`config.mk`:
```
export PLATFORM = sky130hd
export DESIGN_NAME = update_scheduler
export DESIGN_NICKNAME = d
export VERILOG_FILES = /design/src/rtl/update_scheduler.sv
export SDC_FILE = /design/constraint.sdc
export NUM_CORES = 1
export LEC_CHECK = 0
export ABC_AREA = 1
export ABC_CLOCK_PERIOD_IN_PS = 9560
export CAP_MARGIN = 30
export CORE_ASPECT_RATIO = 1.2
export CORE_UTILIZATION = 49
export DETAILED_ROUTE_END_ITERATION = 7
export PLACE_DENSITY = 0.82
export SETUP_SLACK_MARGIN = 0.3
export SLEW_MARGIN = 20
export SYNTH_ARGS = -nofsm -noshare
export SYNTH_HDL_FRONTEND = slang
export SYNTH_SLANG_ARGS = --single-unit
```
`constraint.sdc`:
```
create_clock -name clk -period 9.56 [get_ports clk]
set_clock_uncertainty 0.2 [all_clocks]
set_input_delay 1.912 -clock clk [delete_from_list [all_inputs] [get_ports clk]]
set_output_delay 1.912 -clock clk [all_outputs]
set_load 0.01 [all_outputs]
```
`src/rtl/update_scheduler.sv`:
```
// Batch sequencer for execute_update: walks the model region in chunks, one op per chunk per
// sample, waiting for each op to finish before issuing the next.
module update_scheduler #(
  parameter int unsigned CNT_W = 32
) (
  input  logic             clk,
  input  logic             reset,
  input  logic             start,
  input  logic [15:0]      cfg_model_offset,
  input  logic [15:0]      cfg_model_lines,
  input  logic [15:0]      cfg_chunk_lines,
  input  logic [CNT_W-1:0] cfg_num_samples,
  input  logic             cfg_forward_last,
  output logic             upd_op_start,
  output logic [31:0]      upd_regs0,
  output logic [31:0]      upd_regs1,
  input  logic             upd_op_done,
  output logic             busy,
  output logic             done,
  output logic             err,
  output logic [CNT_W-1:0] samples_done
);

  typedef enum logic [2:0] {StIdle, StCheck, StIssue, StWait, StAdvance, StDone} state_e;

  state_e           state_q, state_d;
  logic [15:0]      off_q, off_d;
  logic [15:0]      lines_q, lines_d;
  logic [15:0]      chunk_q, chunk_d;
  logic [CNT_W-1:0] nsamp_q, nsamp_d;
  logic             fwd_q, fwd_d;
  logic [15:0]      pos_q, pos_d;
  logic [CNT_W-1:0] sample_q, sample_d;
  logic [31:0]      regs0_q, regs0_d;
  logic [31:0]      regs1_q, regs1_d;
  logic             err_q, err_d;
  logic [CNT_W-1:0] samples_done_q, samples_done_d;

  logic             issue_load;
  logic [16:0]      range_end;
  logic [15:0]      pos_next;
  logic [15:0]      remaining;
  logic [15:0]      len;

  always_comb begin
    state_d        = state_q;
    off_d          = off_q;
    lines_d        = lines_q;
    chunk_d        = chunk_q;
    nsamp_d        = nsamp_q;
    fwd_d          = fwd_q;
    pos_d          = pos_q;
    sample_d       = sample_q;
    regs0_d        = regs0_q;
    regs1_d        = regs1_q;
    err_d          = err_q;
    samples_done_d = samples_done_q;
    issue_load     = 1'b0;
    range_end      = {1'b0, off_q} + {1'b0, lines_q};
    pos_next       = pos_q + regs0_q[31:16];
    remaining      = '0;
    len            = '0;

    unique case (state_q)
      StIdle: begin
        if (start) begin
          off_d          = cfg_model_offset;
          lines_d        = cfg_model_lines;
          chunk_d        = cfg_chunk_lines;
          nsamp_d        = cfg_num_samples;
          fwd_d          = cfg_forward_last;
          err_d          = 1'b0;
          samples_done_d = '0;
          state_d        = StCheck;
        end
      end
      StCheck: begin
        if (chunk_q == 16'd0 || range_end > 17'h10000) begin
          err_d   = 1'b1;
          state_d = StDone;
        end else if (nsamp_q == '0 || lines_q == 16'd0) begin
          state_d = StDone;
        end else begin
          pos_d      = '0;
          sample_d   = '0;
          issue_load = 1'b1;
          state_d    = StIssue;
        end
      end
      StIssue: state_d = StWait;
      StWait: begin
        if (upd_op_done) state_d = StAdvance;
      end
      StAdvance: begin
        if (pos_next == lines_q) begin
          pos_d          = '0;
          sample_d       = sample_q + CNT_W'(1);
          samples_done_d = samples_done_q + CNT_W'(1);
          if (sample_d == nsamp_q) begin
            state_d = StDone;
          end else begin
            issue_load = 1'b1;
            state_d    = StIssue;
          end
        end else begin
          pos_d      = pos_next;
          issue_load = 1'b1;
          state_d    = StIssue;
        end
      end
      StDone: state_d = StIdle;
      default: state_d = StIdle;
    endcase

    // Op registers are loaded on entry to ISSUE and held until the next ISSUE.
    if (issue_load) begin
      remaining = lines_q - pos_d;
      len       = (chunk_q < remaining) ? chunk_q : remaining;
      regs0_d   = {len, off_q + pos_d};
      regs1_d   = {31'b0, fwd_q && (sample_d == nsamp_q - CNT_W'(1))};
    end
  end

  always_ff @(posedge clk) begin
    if (reset) begin
      state_q        <= StIdle;
      off_q          <= '0;
      lines_q        <= '0;
      chunk_q        <= '0;
      nsamp_q        <= '0;
      fwd_q          <= 1'b0;
      pos_q          <= '0;
      sample_q       <= '0;
      regs0_q        <= '0;
      regs1_q        <= '0;
      err_q          <= 1'b0;
      samples_done_q <= '0;
    end else begin
      state_q        <= state_d;
      off_q          <= off_d;
      lines_q        <= lines_d;
      chunk_q        <= chunk_d;
      nsamp_q        <= nsamp_d;
      fwd_q          <= fwd_d;
      pos_q          <= pos_d;
      sample_q       <= sample_d;
      regs0_q        <= regs0_d;
      regs1_q        <= regs1_d;
      err_q          <= err_d;
      samples_done_q <= samples_done_d;
    end
  end

  assign upd_op_start = (state_q == StIssue);
  assign busy         = (state_q != StIdle) && (state_q != StDone);
  assign done         = (state_q == StDone);
  assign upd_regs0    = regs0_q;
  assign upd_regs1    = regs1_q;
  assign err          = err_q;
  assign samples_done = samples_done_q;

endmodule

```
==> key figures, run 1 <==
Outcome
  • Status: finished clean

Worst hold path
  • Worst Hold Path Cells: 2
  • Worst Hold Path EP: fwd_q
  • Worst Hold Class: reg2reg
  • Hold path startpoint: fwd_q

GRT
  • Gr usage total: 0.3446
  • Initial antenna violation count: 1
  • First-pass GRT wire length: 84,260 um
  • Largest net degree at the start of global routing: 91
  • GR Overflow Total: 0
  • Vias in the first global route: 16,003

Clock network
  • Cts repair resizes: 0
  • Clock sink total: 198
  • Clock tree buffer depth: 2
  • CTS Buf Count: 17
  • Clk slew on worst S/H paths: 0.08 ns
  • H-tree levels: 4
  • Hold bufs inserted after CTS: 0
  • Root Buffer: clkbuf_16
  • Worst skew pair latency: 0.46 ns
  • Postcts setup bufs: 0
  • TritonCTS clock tree: yes

Route
  • Via Count: 16,595
  • Final WL: 54,030 um
  • DRC viols: 0
  • 1st-iter DRT viols: 1,369
  • First-pass DRT Iterations: 6
  • Post-DRT Antenna Nets: 0
  • Routed wire per std cell: 18.12 um
  • Drt via density: 5.565

Timing
  • Rel. slew slack: 0.3895
  • Tcrit/Tclk final: 0.8585
  • Final Hold Vio Count: 0
  • RSZ-0062 raised after global routing: false
  • Final period demand of the worst path: 8.207 ns
  • Fmax: 121.8 MHz
  • Final setup fails: 0
  • Worst slew pin tran: 0.9158 ns
  • Setup TNS: 0 ns
  • Fin. max-slew vios: 0

Floorplanning
  • Chip width: 162.4 um
  • FP Rows: 70
  • Core footprint: 30,390 um^2
  • Chip height: 194.5 um
  • Die area: 31,590 um^2
  • Starting Density: 0.4979
  • I/O pins: 185

Critical path
  • R2R Path End: upd_regs0[16]
  • Maximum fanout along the worst path: 21
  • Crit-path max cell delay: 0.52 ns
  • Crit path DAT: 8.35 ns
  • WS Path Type: reg2reg
  • Critical path launch point type: flip-flop
  • R2R Setup Slk: 1.35 ns
  • Critical path endpoint category: flip-flop
  • Crit-path slowest cell: inv_1
  • Required time of the critical path: 9.70 ns
  • CP dominant cell by count: nand2_1
  • R2r worst-path depth: 42
  • Worst r2r src: upd_regs0[16]
  • Crit path launch: upd_regs0[16]

Power and ir drop
  • Pint: 2218 uW
  • Share of total power in sequential cells: 0.280
  • Sw Ratio: 0.4881
  • Clock share of power: 0.181
  • LEAKAGE: 0.007855 uW
  • Switching power total: 2115 uW
  • VDD IR-drop max: 183.1 uV
  • Comb pwr share: 0.539
  • Power density cells: 247.6 nW/um^2

Place
  • Hpwl dp: 42,310 um
  • GPL Wtd Cong: 1.028
  • Cells after DPL: 2,949
  • Number of port buffers: 153

Finish
  • FILL cells: 3,015
  • Layout cells sized above 1: 0.03946
  • Nets@finish: 2,740
  • Final Util: 0.5759
  • Syn-to-layout area delta: 15.67%
  • Non-Filler Instances: 2,982

Run
  • Max-cap violations: 0

Synth
  • Post-synth EDFFs: 0
  • Sequential share of the synthesized area: 0.2620
  • Synth Cell Area: 15,130 um^2
  • Synth cell types: 60
  • Ys async rst share: 0
  • Post-synthesis register bit count: 198
  • Largest area contributor in the netlist: dfxtp_1
  • Synth top area share: 0.2620
  • Dominant synthesized flop cell: dfxtp_1
  • Synth warn: 0
  • Synth Instances: 2,455
  • Synth top area cells: dfxtp_1 26%, nand2_1 17%, nand3_1 8.5%
  • Syn Area/Cell: 6.163 um^2
==> worst max-delay path: cells and delay by family (launching register included) <==
| kind | cells | cell delay [ns] |
|---|---|---|
| AOI/OAI and AO/OA | 11 | 2.26 |
| and+or+nand+nor | 20 | 2.15 |
| buffers and inverters | 6 | 1.56 |
| adders and majority gates | 4 | 1.36 |
| DFF | 1 | 0.33 |
| xor gates and xnor gates | 1 | 0.21 |
==> cell families (layout without fill, tap and decap cells) <==
kind of cell             after synthesis  in the layout  share of synthesized area
buffers and inverters                415            515                     0.1135
AND/OR/NAND/NOR                     1297           1297                     0.3730
AO/OA/AOI/OAI                        386            386                     0.1364
XOR/XNOR                              75             75                    0.04432
adder cells (fa/ha/maj)               83             83                    0.07062
other                                  1             32                  0.0002478
flip-flops                           198            198                     0.2620
==> worst max-delay path by stage <==
stage                     to  slack, ns  cells past startpoint
4_1_cts        upd_regs0[16]       1.46                     42
3_3_place_gp   upd_regs0[16]       1.85                     42
2_1_floorplan  upd_regs0[24]       2.95                     40
6_report       upd_regs0[16]       1.35                     42
3_5_place_dp   upd_regs0[16]       1.49                     42
5_1_grt        upd_regs0[23]       0.41                     42
==> synth_stat cells (6+ instances only) <==
| library cell | count |
|---|---|
| nand2_1 | 680 |
| inv_1 | 305 |
| nand3_1 | 257 |
| nor2_1 | 224 |
| a21oi_1 | 216 |
| dfxtp_1 | 198 |
| o21ai_0 | 121 |
| ha_1 | 79 |
| xor2_1 | 59 |
| clkbuf_1 | 52 |
| nand4_1 | 40 |
| buf_4 | 34 |
| nor3_1 | 21 |
| xnor2_1 | 15 |
| nand3b_1 | 14 |
| nor4_1 | 14 |
| buf_2 | 9 |
| nand2_2 | 9 |
| a31oi_1 | 8 |
| inv_2 | 8 |
| nor2_2 | 7 |
| nand3_2 | 6 |
==> routing by layer <==
layer	track usage	wire, um	vias to the layer above	part of all wire
met4	0.2254	3677	0	0.068
met2	0.6053	26290	680	0.49
met1	0.3862	21130	7560	0.39
met5	0	0	-	0
li1	-	-	8177	-
met3	0.04588	2931	178	0.054
==> state kept, by name, indices dropped and copies added, names as in the netlist <==
signal        cells
nsamp_q          32
sample_q         32
samples_done     32
upd_regs0        32
chunk_q          16
lines_q          16
off_q            16
pos_q            16
state_q           3
err               1
fwd_q             1
upd_regs1         1
==> power groups by stage <==
stage / combinational, uW / clock (uW) / sequential [uW]
after floorplan: 1570 / 0 / 1160
after global placement: 2250 / 0 / 1220
after detailed placement: 2290 / 0 / 1230
after CTS: 2310 / 793 / 1210
after global routing: 2590 / 821 / 1230
final: 2330 / 784 / 1220
==> metrics by stage <==
step	area (um^2)	power, uW	setup WS (ns)	hold slack (ns)
floorplan	15240	2734	2.955	0.2301
global placement	16850	3473	1.850	0.2442
detailed placement	16880	3516	1.492	0.2521
CTS	17500	4310	1.459	0.2680
global route	17500	4635	0.4075	0.3037
finish	17500	4333	1.353	0.2640
==> area by class of cell <==
type / count / area (um^2) / area share
Timing Repair Buffer: 166 / 1644 / 0.09394
Clock inverter: 13 / 180.2 / 0.01029
Inverter: 317 / 1195 / 0.06827
Sequential cell: 198 / 3964 / 0.2265
Clock buffer: 19 / 442.9 / 0.02531
Tap cell: 396 / 495.5 / 0.02831
Multi-Input combinational cell: 1872 / 9578 / 0.5473
Antenna cell: 1 / 2.502 / 0.0001430
==> placed cells by master (no fill, tap or decap), types with 15 or more instances in the layout <==
master           Yosys  layout
a21oi_1            216     216
nand4_1             40      40
nor2_1             224     222
conb_1               1      31
dfxtp_1            198     198
nand3_1            257     257
nor3_1              21      21
o21ai_0            121     121
nand2_1            680     678
xor2_1              59      59
clkbuf_16            0      17
ha_1                79      79
xnor2_1             15      15
clkdlybuf4s50_1      0     152
inv_1              305     304
Power figures use the tool's default switching activity.
==> run 2: changes to the inputs <==
- CORE_MARGIN: not set -> 2
- DONT_BUFFER_PORTS: not set -> 1
- PLACE_DENSITY: 0.82 -> 0.74
==> run 2 against run 1 <==
Combinational power fell by 8.6%; worst hold slack better by 0.034 ns; clock power down 3.6%; sequential share of layout area rose by 2.3 points; first-iteration DRC count increased by 0.37%; cell count fell by 5.2%.
==> key figures, run 2 (synthesis results as in run 1) <==
Outcome
  • Status: finished clean

Power and ir drop
  • VDD IR-drop max: 161.0 uV
  • Power, Total: 4158 uW
  • LEAKAGE: 0.007256 uW
  • Power density cells: 261.2 nW/um^2

Route
  • First-pass DRT Iterations: 6
  • Routed wire per std cell: 18.93 um
  • DR top layer: met4
  • Routed met1 length: 20,580 um
  • Via Count: 16,044
  • 1st-iter DRT viols: 1,374
  • DRC viols: 0
  • Final WL: 53,480 um
  • Drt via density: 5.677
  • Total length of routed met3 wires: 2919 um
  • Post-DRT Antenna Nets: 0
  • Length of routed met2 wiring: 26,580 um

Place
  • GPL Wtd Cong: 1.034
  • Number of port buffers: 0
  • Cells after DPL: 2,794
  • Hpwl dp: 41,790 um
  • Post-DP Area: 15,310 um^2

Clock network
  • Clock sink total: 198
  • CTS Buf Count: 17
  • Postcts setup bufs: 0
  • Clock tree buffer depth: 2
  • Worst skew pair latency: 0.46 ns
  • TritonCTS clock tree: yes
  • H-tree levels: 4
  • Hold bufs inserted after CTS: 0
  • Root Buffer: clkbuf_16
  • Clk slew on worst S/H paths: 0.08 ns
  • Cts repair resizes: 0

GRT
  • Largest net degree at the start of global routing: 93
  • Vias in the first global route: 15,430
  • First-pass GRT wire length: 82,670 um
  • Initial antenna violation count: 0
  • Gr usage total: 0.3300
  • GR Overflow Total: 0

Timing
  • Final setup fails: 0
  • Worst slew pin tran: 0.7155 ns
  • Setup TNS: 0 ns
  • Final Hold Vio Count: 0
  • Rel. slew slack: 0.5212
  • RSZ-0062 raised after global routing: false
  • Tcrit/Tclk final: 0.8260
  • Fin. max-slew vios: 0
  • Fmax: 126.6 MHz
  • Final period demand of the worst path: 7.896 ns

Critical path
  • R2R Setup Slk: 1.66 ns
  • Required time of the critical path: 9.70 ns
  • Crit-path leading delay family: simple AND/OR/NAND/NOR gates
  • Maximum fanout along the worst path: 20
  • Critical path launch point type: flip-flop
  • Worst path bufs/invs: 5
  • Crit path DAT: 8.03 ns
  • Critical path endpoint category: flip-flop
  • Crit-path slowest cell: fa_1
  • Worst r2r src: upd_regs0[16]
  • Crit-path max cell delay: 0.49 ns
  • Cell depth of the worst setup path: 40
  • R2r worst-path depth: 40
  • WS Path Type: reg2reg
  • R2R Path End: upd_regs0[21]

Finish
  • Commonest non-fill, non-tap cell in the layout: nand2_1
  • Layout cells sized above 1: 0.04115
  • FILL cells: 3,226
  • Non-Filler Instances: 2,826
  • Fin area: 15,920 um^2
  • Syn-to-layout area delta: 5.202%
  • Antenna cells: 0
  • Commonest cells after routing, fill and taps aside: 678 x nand2_1, 304 x inv_1, 257 x nand3_1
  • Nets@finish: 2,585
  • Final Util: 0.5223

Floorplanning
  • Core footprint: 30,480 um^2
  • Chip width: 164.4 um
  • FP Rows: 70
  • Starting Density: 0.4964
  • Chip height: 196.5 um
  • Die area: 32,310 um^2
  • I/O pins: 185

Worst hold path
  • Worst Hold Path Cells: 2
  • Hold path startpoint: off_q[0]
  • Worst Hold Path EP: off_q[0]
  • Worst Hold Class: reg2reg

Run
  • Max-cap violations: 0
run 2: worst max path at each step:
stage | from | end | slack (ns)
global route | upd_regs0[16] | upd_regs0[16] | 0.74
CTS | upd_regs0[16] | upd_regs0[21] | 1.74
floorplan | off_q[0] | upd_regs0[24] | 2.95
global placement | upd_regs0[16] | upd_regs0[16] | 1.95
detailed placement | upd_regs0[16] | upd_regs0[21] | 1.75
finish | upd_regs0[16] | upd_regs0[21] | 1.66
run 2: worst min-delay path: stages, from the launching register on:
cell and delay, ns:
dfxtp_1 0.34, nand2_1 0.07, a21oi_1 0.05
run 2: final cells by class:
type	count	area, um^2	share of cell area
multi-input cells	1872	9578	0.6017
inverters	317	1195	0.07507
flip-flops and latches	198	3964	0.2490
repair buffers	11	82.58	0.005188
clock inverters	15	177.7	0.01116
clock buffers	17	425.4	0.02673
well taps	396	495.5	0.03113
run 2: through the flow:
step,hold slack (ns),setup WS [ns]
floorplan,0.2301,2.955
global placement,0.2773,1.954
detailed placement,0.2797,1.753
CTS,0.2926,1.739
global route,0.3188,0.7392
finish,0.2977,1.664
run 2: layer usage:
layer	vias up	GRT usage
met1	7400	0.3669
li1	7877	-
met4	0	0.1968
met3	169	0.04440
met5	-	0
met2	598	0.5934
run 2: power by group:
group,internal [uW],switching (uW),total [uW]
clock network,355,401,756
logic,675,1460,2130
registers,990,282,1270
==> run 3: changes to the inputs <==
- ABC_CLOCK_PERIOD_IN_PS: 9560 -> 8260
- clock period: 9.56 -> 8.26 ns (I/O delays scaled with it)
==> run 3 against run 2 <==
Final area up 0.42%; worst setup slack worse by 0.77 ns; sequential power increased by 15%; die area is the same; sequential share of layout area shrank 0.11 points; critical path type unchanged; largest power group unchanged; highest routed layer unchanged.
==> key figures, run 3 (synthesis results as in run 1) <==
Outcome
  • Status: finished clean

Timing
  • Setup TNS: 0 ns
  • Fmax: 135.8 MHz
  • RSZ-0062 raised after global routing: false
  • Tcrit/Tclk final: 0.8913
  • Worst slew pin tran: 0.8043 ns
  • Rel. slew slack: 0.4632
  • Setup ws final: 0.8981 ns
  • Final setup fails: 0
  • Fin. max-slew vios: 0
  • Final Hold Vio Count: 0
  • Final period demand of the worst path: 7.362 ns

Finish
  • Layout cells sized above 1: 0.04357
  • Commonest cells after routing, fill and taps aside: 678 x nand2_1, 303 x inv_1, 257 x nand3_1
  • Non-Filler Instances: 2,829
  • Multi-input logic area: 9587 um^2
  • Syn-to-layout area delta: 5.648%
  • Commonest non-fill, non-tap cell in the layout: nand2_1
  • Final Util: 0.5245
  • Nets@finish: 2,588
  • FILL cells: 3,125
  • Register area: 3964 um^2
  • Antenna cells: 0

Clock network
  • TritonCTS clock tree: yes
  • Hold bufs inserted after CTS: 0
  • Clock tree buffer depth: 2
  • Root Buffer: clkbuf_16
  • H-tree levels: 4
  • Worst skew pair latency: 0.46 ns
  • Clock sink total: 198
  • CTS Buf Count: 17
  • Clk slew on worst S/H paths: 0.07 ns

Place
  • Place WS: 0.7731 ns
  • GPL Wtd Cong: 1.055
  • Hpwl dp: 40,970 um
  • Cells after DPL: 2,796
  • Number of port buffers: 0

Critical path
  • CP dominant cell by count: nand2_1
  • Required time of the critical path: 8.40 ns
  • Crit-path slowest cell: o21ai_0
  • Critical path launch point type: flip-flop
  • WS Path Type: reg2reg
  • Crit path DAT: 7.50 ns
  • Crit-path max cell delay: 0.42 ns
  • Maximum fanout along the worst path: 15
  • Critical path endpoint category: flip-flop

Route
  • 1st-iter DRT viols: 1,229
  • Post-DRT Antenna Nets: 0
  • Drt via density: 5.666
  • DRC viols: 0
  • Final WL: 52,520 um
  • Via Count: 16,030
  • First-pass DRT Iterations: 6
  • Routed wire per std cell: 18.56 um

GRT
  • Initial antenna violation count: 0
  • Vias in the first global route: 15,110
  • Largest net degree at the start of global routing: 93
  • GR Overflow Total: 0
  • First-pass GRT wire length: 81,110 um
  • Gr usage total: 0.3241

Floorplanning
  • FP Rows: 70
  • Die area: 32,310 um^2
  • Chip height: 196.5 um
  • Chip width: 164.4 um
  • I/O pins: 185
  • Starting Density: 0.4964
  • Core footprint: 30,480 um^2

Power and ir drop
  • Power density cells: 302.0 nW/um^2
  • LEAKAGE: 0.007286 uW
  • VDD IR-drop max: 164.4 uV

Worst hold path
  • Worst Hold Class: reg2reg

Run
  • Max-cap violations: 0
-- run 3: layout make-up --
| class | instances | share of cell area |
|---|---|---|
| Clock buffer | 18 | 0.02747 |
| Clock inverter | 14 | 0.01135 |
| Inverter | 317 | 0.07514 |
| Multi-Input combinational cell | 1872 | 0.5997 |
| Sequential cell | 198 | 0.2480 |
| Tap cell | 396 | 0.03100 |
| Timing Repair Buffer | 14 | 0.007358 |
-- run 3: worst max-delay path: cells and delay by family (launching register included) --
family,cells,cell delay [ns]
adders and majority gates,3,0.88
DFF,1,0.33
and+or+nand+nor,20,2.90
xor gates and xnor gates,1,0.24
buffers and inverters,7,0.89
AOI/OAI and AO/OA,8,1.80
-- run 3: power breakdown --
part	switching (uW)	internal, uW	leakage (uW)	total, uW
Sequential	319	1150	0.00162	1460
Combinational	1660	792	0.00537	2460
Clock	437	470	0.000299	906
-- run 3: worst paths after layout --
kind	from	to	slack, ns	depth (start not counted)
worst max-delay path	nsamp_q[0]	upd_regs0[21]	0.90	39
worst min-delay path	fwd_q	fwd_q	0.28	2
worst max register to register	nsamp_q[0]	upd_regs0[21]	0.90	39
worst min register to register	fwd_q	fwd_q	0.28	2
-- run 3: metrics by stage --
stage               hold slack [ns]  power [uW]  area, um^2
finish                       0.2788        4827       15990
global placement             0.2757        3819       15320
floorplan                    0.2301        3165       15240
CTS                          0.2888        4781       15960
global route                 0.3112        5188       15990
detailed placement           0.2752        3864       15340
-- run 3: layer usage --
layer  track usage  part of all wire  vias to the layer above
met5             0                 0                        -
met4        0.1939             0.066                        0
met3       0.04966             0.062                      170
met2        0.5681              0.49                      654
met1        0.3685              0.39                     7319
li1              -                 -                     7887
-- run 3: what timing repair did --
item,CTS,global route
buffers inserted,0,1
gates resized for setup,0,6
setup endpoints to repair,0,16
